### src/rtl/dram_burst_ctrl_pkg.sv
// Shared definitions for the DRAM burst controller: data-memory command
// encodings, FSM state type, width defaults and the burst-length clamp.
package dram_burst_ctrl_pkg;

    localparam int ADDR_W_DEF  = 16;
    localparam int DATA_W_DEF  = 16;
    localparam int MAX_LEN_DEF = 16;

    // Data-memory Control encodings (MEM_IRAM exists on the memory but this
    // controller never issues it).
    localparam logic [1:0] MEM_NONE = 2'd0;
    localparam logic [1:0] MEM_IRAM = 2'd1;
    localparam logic [1:0] MEM_RD   = 2'd2;
    localparam logic [1:0] MEM_WR   = 2'd3;

    typedef enum logic [1:0] {
        IDLE  = 2'd0,
        READ  = 2'd1,
        WRITE = 2'd2,
        DONE  = 2'd3
    } state_t;

    // Saturate a requested length to the largest burst the controller runs.
    function automatic logic [4:0] clamp_len(input logic [4:0] len,
                                             input logic [4:0] max_len);
        logic [4:0] res;
        if (len > max_len) begin
            res = max_len;
        end else begin
            res = len;
        end
        return res;
    endfunction

endpackage

### src/rtl/dram_burst_ctrl_if.sv
// Client-side bus of the DRAM burst controller: request handshake, write
// beat handshake, read beat stream and completion pulse.
interface dram_burst_ctrl_if #(
    parameter int ADDR_W = 16,
    parameter int DATA_W = 16
) ();

    logic              req_valid;
    logic              req_ready;
    logic              req_write;
    logic [ADDR_W-1:0] req_addr;
    logic [4:0]        req_len;
    logic [DATA_W-1:0] wr_data;
    logic              wr_valid;
    logic              wr_ready;
    logic [DATA_W-1:0] rd_data;
    logic              rd_valid;
    logic              done;

    // Requester side.
    modport master (
        output req_valid, req_write, req_addr, req_len, wr_data, wr_valid,
        input  req_ready, wr_ready, rd_data, rd_valid, done
    );

    // Controller side.
    modport slave (
        input  req_valid, req_write, req_addr, req_len, wr_data, wr_valid,
        output req_ready, wr_ready, rd_data, rd_valid, done
    );

endinterface

### src/rtl/dram_burst_ctrl.sv
// DRAM burst controller: accepts a read or write burst request and issues
// one data-memory command per cycle (reads) or per accepted beat (writes),
// walking the address upward with wrap-around, then pulses done.
module dram_burst_ctrl
    import dram_burst_ctrl_pkg::*;
#(
    parameter int ADDR_W  = ADDR_W_DEF,
    parameter int DATA_W  = DATA_W_DEF,
    parameter int MAX_LEN = MAX_LEN_DEF
) (
    input  logic              clock,
    input  logic              reset_n,
    dram_burst_ctrl_if.slave  bus,
    output logic [1:0]        mem_control,
    output logic [ADDR_W-1:0] mem_addr,
    output logic [DATA_W-1:0] mem_data_in,
    input  logic [DATA_W-1:0] mem_data_out
);

    localparam logic [4:0]        MAX_LEN_C = 5'(MAX_LEN);
    localparam logic [ADDR_W-1:0] ADDR_ONE  = {{(ADDR_W-1){1'b0}}, 1'b1};

    state_t            state;
    logic [ADDR_W-1:0] addr_q;
    logic [4:0]        remaining;
    logic              rd_valid_r;
    logic              done_r;
    logic [4:0]        acc_len_s;

    assign acc_len_s = clamp_len(bus.req_len, MAX_LEN_C);

    // Burst FSM with address/length counters and registered status outputs.
    always_ff @(posedge clock or negedge reset_n) begin
        if (!reset_n) begin
            state      <= IDLE;
            addr_q     <= '0;
            remaining  <= 5'd0;
            rd_valid_r <= 1'b0;
            done_r     <= 1'b0;
        end else begin
            // Read data returns one cycle after each issue.
            rd_valid_r <= (state == READ);
            done_r     <= 1'b0;
            case (state)
                IDLE: begin
                    if (bus.req_valid) begin
                        addr_q    <= bus.req_addr;
                        remaining <= acc_len_s;
                        if (acc_len_s == 5'd0) begin
                            state  <= DONE;
                            done_r <= 1'b1;
                        end else if (bus.req_write) begin
                            state <= WRITE;
                        end else begin
                            state <= READ;
                        end
                    end
                end
                READ: begin
                    addr_q    <= addr_q + ADDR_ONE;
                    remaining <= remaining - 5'd1;
                    if (remaining == 5'd1) begin
                        state  <= DONE;
                        done_r <= 1'b1;
                    end
                end
                WRITE: begin
                    if (bus.wr_valid) begin
                        addr_q    <= addr_q + ADDR_ONE;
                        remaining <= remaining - 5'd1;
                        if (remaining == 5'd1) begin
                            state  <= DONE;
                            done_r <= 1'b1;
                        end
                    end
                end
                DONE: begin
                    state <= IDLE;
                end
                default: begin
                    state <= IDLE;
                end
            endcase
        end
    end

    // Memory command decode: reads every READ cycle, writes only on a beat.
    always_comb begin
        mem_control = MEM_NONE;
        mem_addr    = addr_q;
        mem_data_in = '0;
        case (state)
            READ: begin
                mem_control = MEM_RD;
            end
            WRITE: begin
                if (bus.wr_valid) begin
                    mem_control = MEM_WR;
                    mem_data_in = bus.wr_data;
                end else begin
                    mem_control = MEM_NONE;
                end
            end
            default: begin
                mem_control = MEM_NONE;
            end
        endcase
    end

    assign bus.req_ready = (state == IDLE);
    assign bus.wr_ready  = (state == WRITE);
    assign bus.rd_valid  = rd_valid_r;
    assign bus.rd_data   = mem_data_out;
    assign bus.done      = done_r;

endmodule

### src/flat_wrapper.sv
// flat-port wrapper written by rule: the top's interface ports become plain ports
module dram_burst_ctrl_flat import dram_burst_ctrl_pkg::*;
#(
    parameter int ADDR_W  = ADDR_W_DEF,
    parameter int DATA_W  = DATA_W_DEF,
    parameter int MAX_LEN = MAX_LEN_DEF
)
  (clock, reset_n, mem_control, mem_addr, mem_data_in, mem_data_out, bus_req_valid, bus_req_write, bus_req_addr, bus_req_len, bus_wr_data, bus_wr_valid, bus_req_ready, bus_wr_ready, bus_rd_data, bus_rd_valid, bus_done);
  dram_burst_ctrl_if #(.ADDR_W(ADDR_W), .DATA_W(DATA_W)) bus_i ();
  input  logic clock;
  input  logic reset_n;
  output logic [1:0] mem_control;
  output logic [ADDR_W-1:0] mem_addr;
  output logic [DATA_W-1:0] mem_data_in;
  input  logic [DATA_W-1:0] mem_data_out;
  input wire logic [$bits(bus_i.req_valid)-1:0] bus_req_valid;
  input wire logic [$bits(bus_i.req_write)-1:0] bus_req_write;
  input wire logic [$bits(bus_i.req_addr)-1:0] bus_req_addr;
  input wire logic [$bits(bus_i.req_len)-1:0] bus_req_len;
  input wire logic [$bits(bus_i.wr_data)-1:0] bus_wr_data;
  input wire logic [$bits(bus_i.wr_valid)-1:0] bus_wr_valid;
  output wire logic [$bits(bus_i.req_ready)-1:0] bus_req_ready;
  output wire logic [$bits(bus_i.wr_ready)-1:0] bus_wr_ready;
  output wire logic [$bits(bus_i.rd_data)-1:0] bus_rd_data;
  output wire logic [$bits(bus_i.rd_valid)-1:0] bus_rd_valid;
  output wire logic [$bits(bus_i.done)-1:0] bus_done;
  assign bus_i.req_valid = bus_req_valid;
  assign bus_i.req_write = bus_req_write;
  assign bus_i.req_addr = bus_req_addr;
  assign bus_i.req_len = bus_req_len;
  assign bus_i.wr_data = bus_wr_data;
  assign bus_i.wr_valid = bus_wr_valid;
  assign bus_req_ready = bus_i.req_ready;
  assign bus_wr_ready = bus_i.wr_ready;
  assign bus_rd_data = bus_i.rd_data;
  assign bus_rd_valid = bus_i.rd_valid;
  assign bus_done = bus_i.done;
  dram_burst_ctrl #(.ADDR_W(ADDR_W), .DATA_W(DATA_W), .MAX_LEN(MAX_LEN)) u_core (.clock(clock), .reset_n(reset_n), .bus(bus_i), .mem_control(mem_control), .mem_addr(mem_addr), .mem_data_in(mem_data_in), .mem_data_out(mem_data_out));
endmodule
### config.mk
export PLATFORM = sky130hd
export DESIGN_NAME = dram_burst_ctrl_flat
export DESIGN_NICKNAME = d
export VERILOG_FILES = /design/src/rtl/dram_burst_ctrl_pkg.sv /design/src/rtl/dram_burst_ctrl_if.sv /design/src/rtl/dram_burst_ctrl.sv /design/src/flat_wrapper.sv
export SDC_FILE = /design/constraint.sdc
export NUM_CORES = 1
export LEC_CHECK = 0
export BUFFER_PORTS_ARGS = -buffer_cell sky130_fd_sc_hd__buf_2
export CAP_MARGIN = 25
export CORE_UTILIZATION = 35
export CTS_BUF_LIST = sky130_fd_sc_hd__clkbuf_16
export CTS_CLUSTER_DIAMETER = 150
export DETAILED_ROUTE_END_ITERATION = 10
export GPL_TIMING_DRIVEN = 0
export PLACE_DENSITY_LB_ADDON = 0.15
export SETUP_SLACK_MARGIN = 0.15
export SYNTH_ARGS = -nofsm -noshare
export SYNTH_HDL_FRONTEND = slang
export SYNTH_SLANG_ARGS = --single-unit
### constraint.sdc
create_clock -name clock -period 2.16 [get_ports clock]
set_clock_uncertainty 0.05 [all_clocks]
set_input_delay 0.108 -clock clock [delete_from_list [all_inputs] [get_ports clock]]
set_output_delay 0.108 -clock clock [all_outputs]
set_load 0.01 [all_outputs]
==> flow_metrics.env <==
export IMPL_syn_nets=287
export IMPL_grt_ovfl_total=0
export IMPL_status="complete, no violations"
export IMPL_wl_per_cell_um=14.3
export IMPL_place_ws_ns=-0.0227
export IMPL_grt_pass1_wl_mm=8.45
export IMPL_grt_pass1_vias=1793
export IMPL_clk_path_buf_depth=2
export IMPL_static_leakage_power_nw=1.44
export IMPL_reg2reg_slack_ns=0.20
export IMPL_port_buffers=95
export IMPL_die_area_um2=5700
export IMPL_grt_max_degree=26
export IMPL_fillers=460
export IMPL_row_count=26
export IMPL_fin_nets=402
export IMPL_synth_cells=222
export IMPL_layout_min_cycle_time_ns=1.96
export IMPL_syn_avg_cell_area_um2=8.52
export IMPL_cp_start_kind="flip-flop"
export IMPL_yosysUniqueCellTypes=47
export IMPL_fp_dieH_um=75.5
export IMPL_dp_hpwl_mm=4.15
export IMPL_drt_iter0_markers=91
export IMPL_initial_core_util_pct=36.6
export IMPL_place_gp_congestion=0.817
export IMPL_die_x_um=75.5
export IMPL_firstDrtPassIters=4
export IMPL_worstMarginPinSlew_ns=0.569
export IMPL_finalSetupViolations=0
export IMPL_final_common_cell="buf_2"
export IMPL_track_usage_pct=19.8
export IMPL_drive_gt1_share_pct=49.7
export IMPL_drv_cap=0
export IMPL_ant_nets=0
export IMPL_numCtsBuffers=3
export IMPL_root_buffer="clkbuf_16"
export IMPL_num_antenna_cells=0
export IMPL_clk_pin_slew_worst_paths_ns=0.07
export IMPL_finalMaxSlewViolations=0
export IMPL_vias=2122
export IMPL_power_density_nw_per_um2=1720
export IMPL_wl_mm=5.79
export IMPL_rsz0062_at_grt="no"
export IMPL_antenna_found_initial=0
export IMPL_remaining_drc_errors=0
export IMPL_period_share_pct=90.9
export IMPL_reg2reg_to="u_core.mem_addr[3]"
export IMPL_required_ns=2.25
export IMPL_synth_largest_area_cell="dfrtp_1"
export IMPL_hold_depth=3
export IMPL_worstSetupEndpointType="flip-flop"
export IMPL_hp_start="bus_req_addr[11]"
export IMPL_critical_path_class="flip-flop to flip-flop"
export IMPL_area_delta_synth_final_pct=47.8
export IMPL_hold_path_class="input pin to flip-flop"
export IMPL_peakVddDrop_mv=0.675
export IMPL_syn_area_um2=1890
export IMPL_cp_max_fo=6
export IMPL_reg2reg_from="u_core.state[1]"
export IMPL_clock_latency_ns=0.26
export IMPL_ioPinCount=112
export IMPL_drt_vias_per_instance=5.23
export IMPL_core_um2=5170
export IMPL_seq_area_frac_synth_pct=33.1
export IMPL_htree_levels=1
export IMPL_relSlewSlack_pct=61.5
export IMPL_setup_slack_ns=0.196
export IMPL_fmax_mhz=509
export IMPL_yosysWarningCount=0
export IMPL_cp_data_arrival_time_ns=2.06
export IMPL_finalHoldViolCount=0
export IMPL_whs_endpoint="u_core.mem_addr[11]"
export IMPL_reg2reg_depth=6
export IMPL_hold_ws_ns=0.0431
export IMPL_clkSinkCount=25
export IMPL_synth_top_cell_area_share_pct=33.1
export IMPL_final_cell_mix="buf_2, buf_4, dfrtp_1"
export IMPL_synthTopCellsByArea="dfrtp_1, buf_4, and3_1"
export IMPL_ys_seq_elements=25
export IMPL_cts_tree="done"
## cell families (layout without fill, tap and decap cells)
logic type,count (synthesis),after routing,share of synthesized area [%]
and+or+nand+nor,98,98,31.1
AOI/OAI and AO/OA,48,48,16.8
buffers and inverters,41,155,12.8
DFF,25,25,33.1
adders and majority gates,7,7,4.63
muxes,3,3,1.59
## per-layer routing
| layer | up-vias | wire length, um | global-route usage [%] | share of wire, % |
|---|---|---|---|---|
| met5 | - | 0 | 0 | 0 |
| met4 | 0 | 31 | 4.53 | 0.54 |
| met3 | 2 | 384 | 2.78 | 6.6 |
| met2 | 100 | 2810 | 33.7 | 48 |
| met1 | 982 | 2570 | 26.8 | 44 |
| li1 | 1038 | - | - | - |
## worst max path at each step
stage,from,end,slack [ns],depth (start not counted)
3_3_place_gp,u_core.state[0],u_core.mem_addr[9],0.006,8
4_1_cts,u_core.state[1],mem_control[1],0.16,7
5_1_grt,u_core.state[1],u_core.mem_addr[2],0.15,6
6_report,u_core.state[1],u_core.mem_addr[3],0.20,6
3_5_place_dp,u_core.state[0],u_core.mem_addr[9],-0.02,8
2_1_floorplan,u_core.state[0],u_core.remaining[4],0.18,8
## Yosys cell counts (all sizes together)
| master | number |
|---|---|
| nor2 | 14 |
| o22ai | 14 |
| nor2b | 2 |
| nor4 | 7 |
| buf | 24 |
| dfrtp | 25 |
| o21a | 2 |
| a31oi | 2 |
| nand2 | 11 |
| mux2i | 3 |
| nand3 | 4 |
| a2bb2oi | 1 |
| o311ai | 1 |
| clkbuf | 4 |
| o221a | 2 |
| and2 | 1 |
| ha | 7 |
| or2 | 3 |
| a211o | 1 |
| and3 | 19 |
| nand2b | 2 |
| or4 | 3 |
| nor3 | 18 |
| a22o | 1 |
| and4 | 4 |
| or3 | 2 |
| nand4 | 4 |
| a311oi | 2 |
| inv | 13 |
| nor3b | 3 |
| o41ai | 1 |
| o21ai | 11 |
| nor4b | 1 |
| a21oi | 7 |
| a211oi | 3 |
## area by class of cell
class / count / area (um2) / share of cell area [%]
Inverter: 13 / 48.8 / 1.75
Tap cell: 70 / 87.6 / 3.13
Multi-Input combinational cell: 156 / 1120 / 39.9
Timing Repair Buffer: 111 / 627 / 22.4
Clock buffer: 3 / 75.1 / 2.69
Clock inverter: 1 / 5.00 / 0.179
Sequential cell: 25 / 626 / 22.4
Buffer: 27 / 210 / 7.52
## per-stage QoR
| step | area (um2) | cells | setup TNS (ns) | power (mW) | utilization (%) |
|---|---|---|---|---|---|
| CTS | 2690 | 401 | 0 | 4.61 | 52.0 |
| global placement | 2450 | 387 | 0 | 3.62 | 47.5 |
| finish | 2800 | 406 | 0 | 4.80 | 54.0 |
| global route | 2800 | 406 | 0 | 5.16 | 54.0 |
| detailed placement | 2450 | 387 | -0.0264 | 3.68 | 47.5 |
| floorplan | 1890 | 222 | 0 | 2.83 | - |
## sequential cells by signal (all words and copies together) (netlist names)
name	flops
u_core.bus.done	1
u_core.remaining	5
u_core.mem_addr	16
u_core.bus.rd_valid	1
u_core.state	2
## power by group
group	total [mW]	internal [mW]	switching [mW]	leakage (nW)
clock network	0.417	0.249	0.168	0.0409
logic	3.32	1.62	1.69	1.10
registers	1.07	0.730	0.340	0.296
## what timing repair did
item / CTS / global route
setup buffers: 9 / 5
gates cloned: 1 / 0
hold endpoints to repair: 25 / 0
pin swaps: 2 / 4
resized for setup: 14 / 13
hold buffers: 1 / 0
setup endpoints to repair: 16 / 16
## critical path, stage by stage (launching register included)
cell and delay [ns]:
dfrtp_1 0.43, ha_4 0.19, nor2b_4 0.14, or4_4 0.53, buf_6 0.15, buf_6 0.12
o221a_2 0.23
Power figures use the tool's default switching activity.
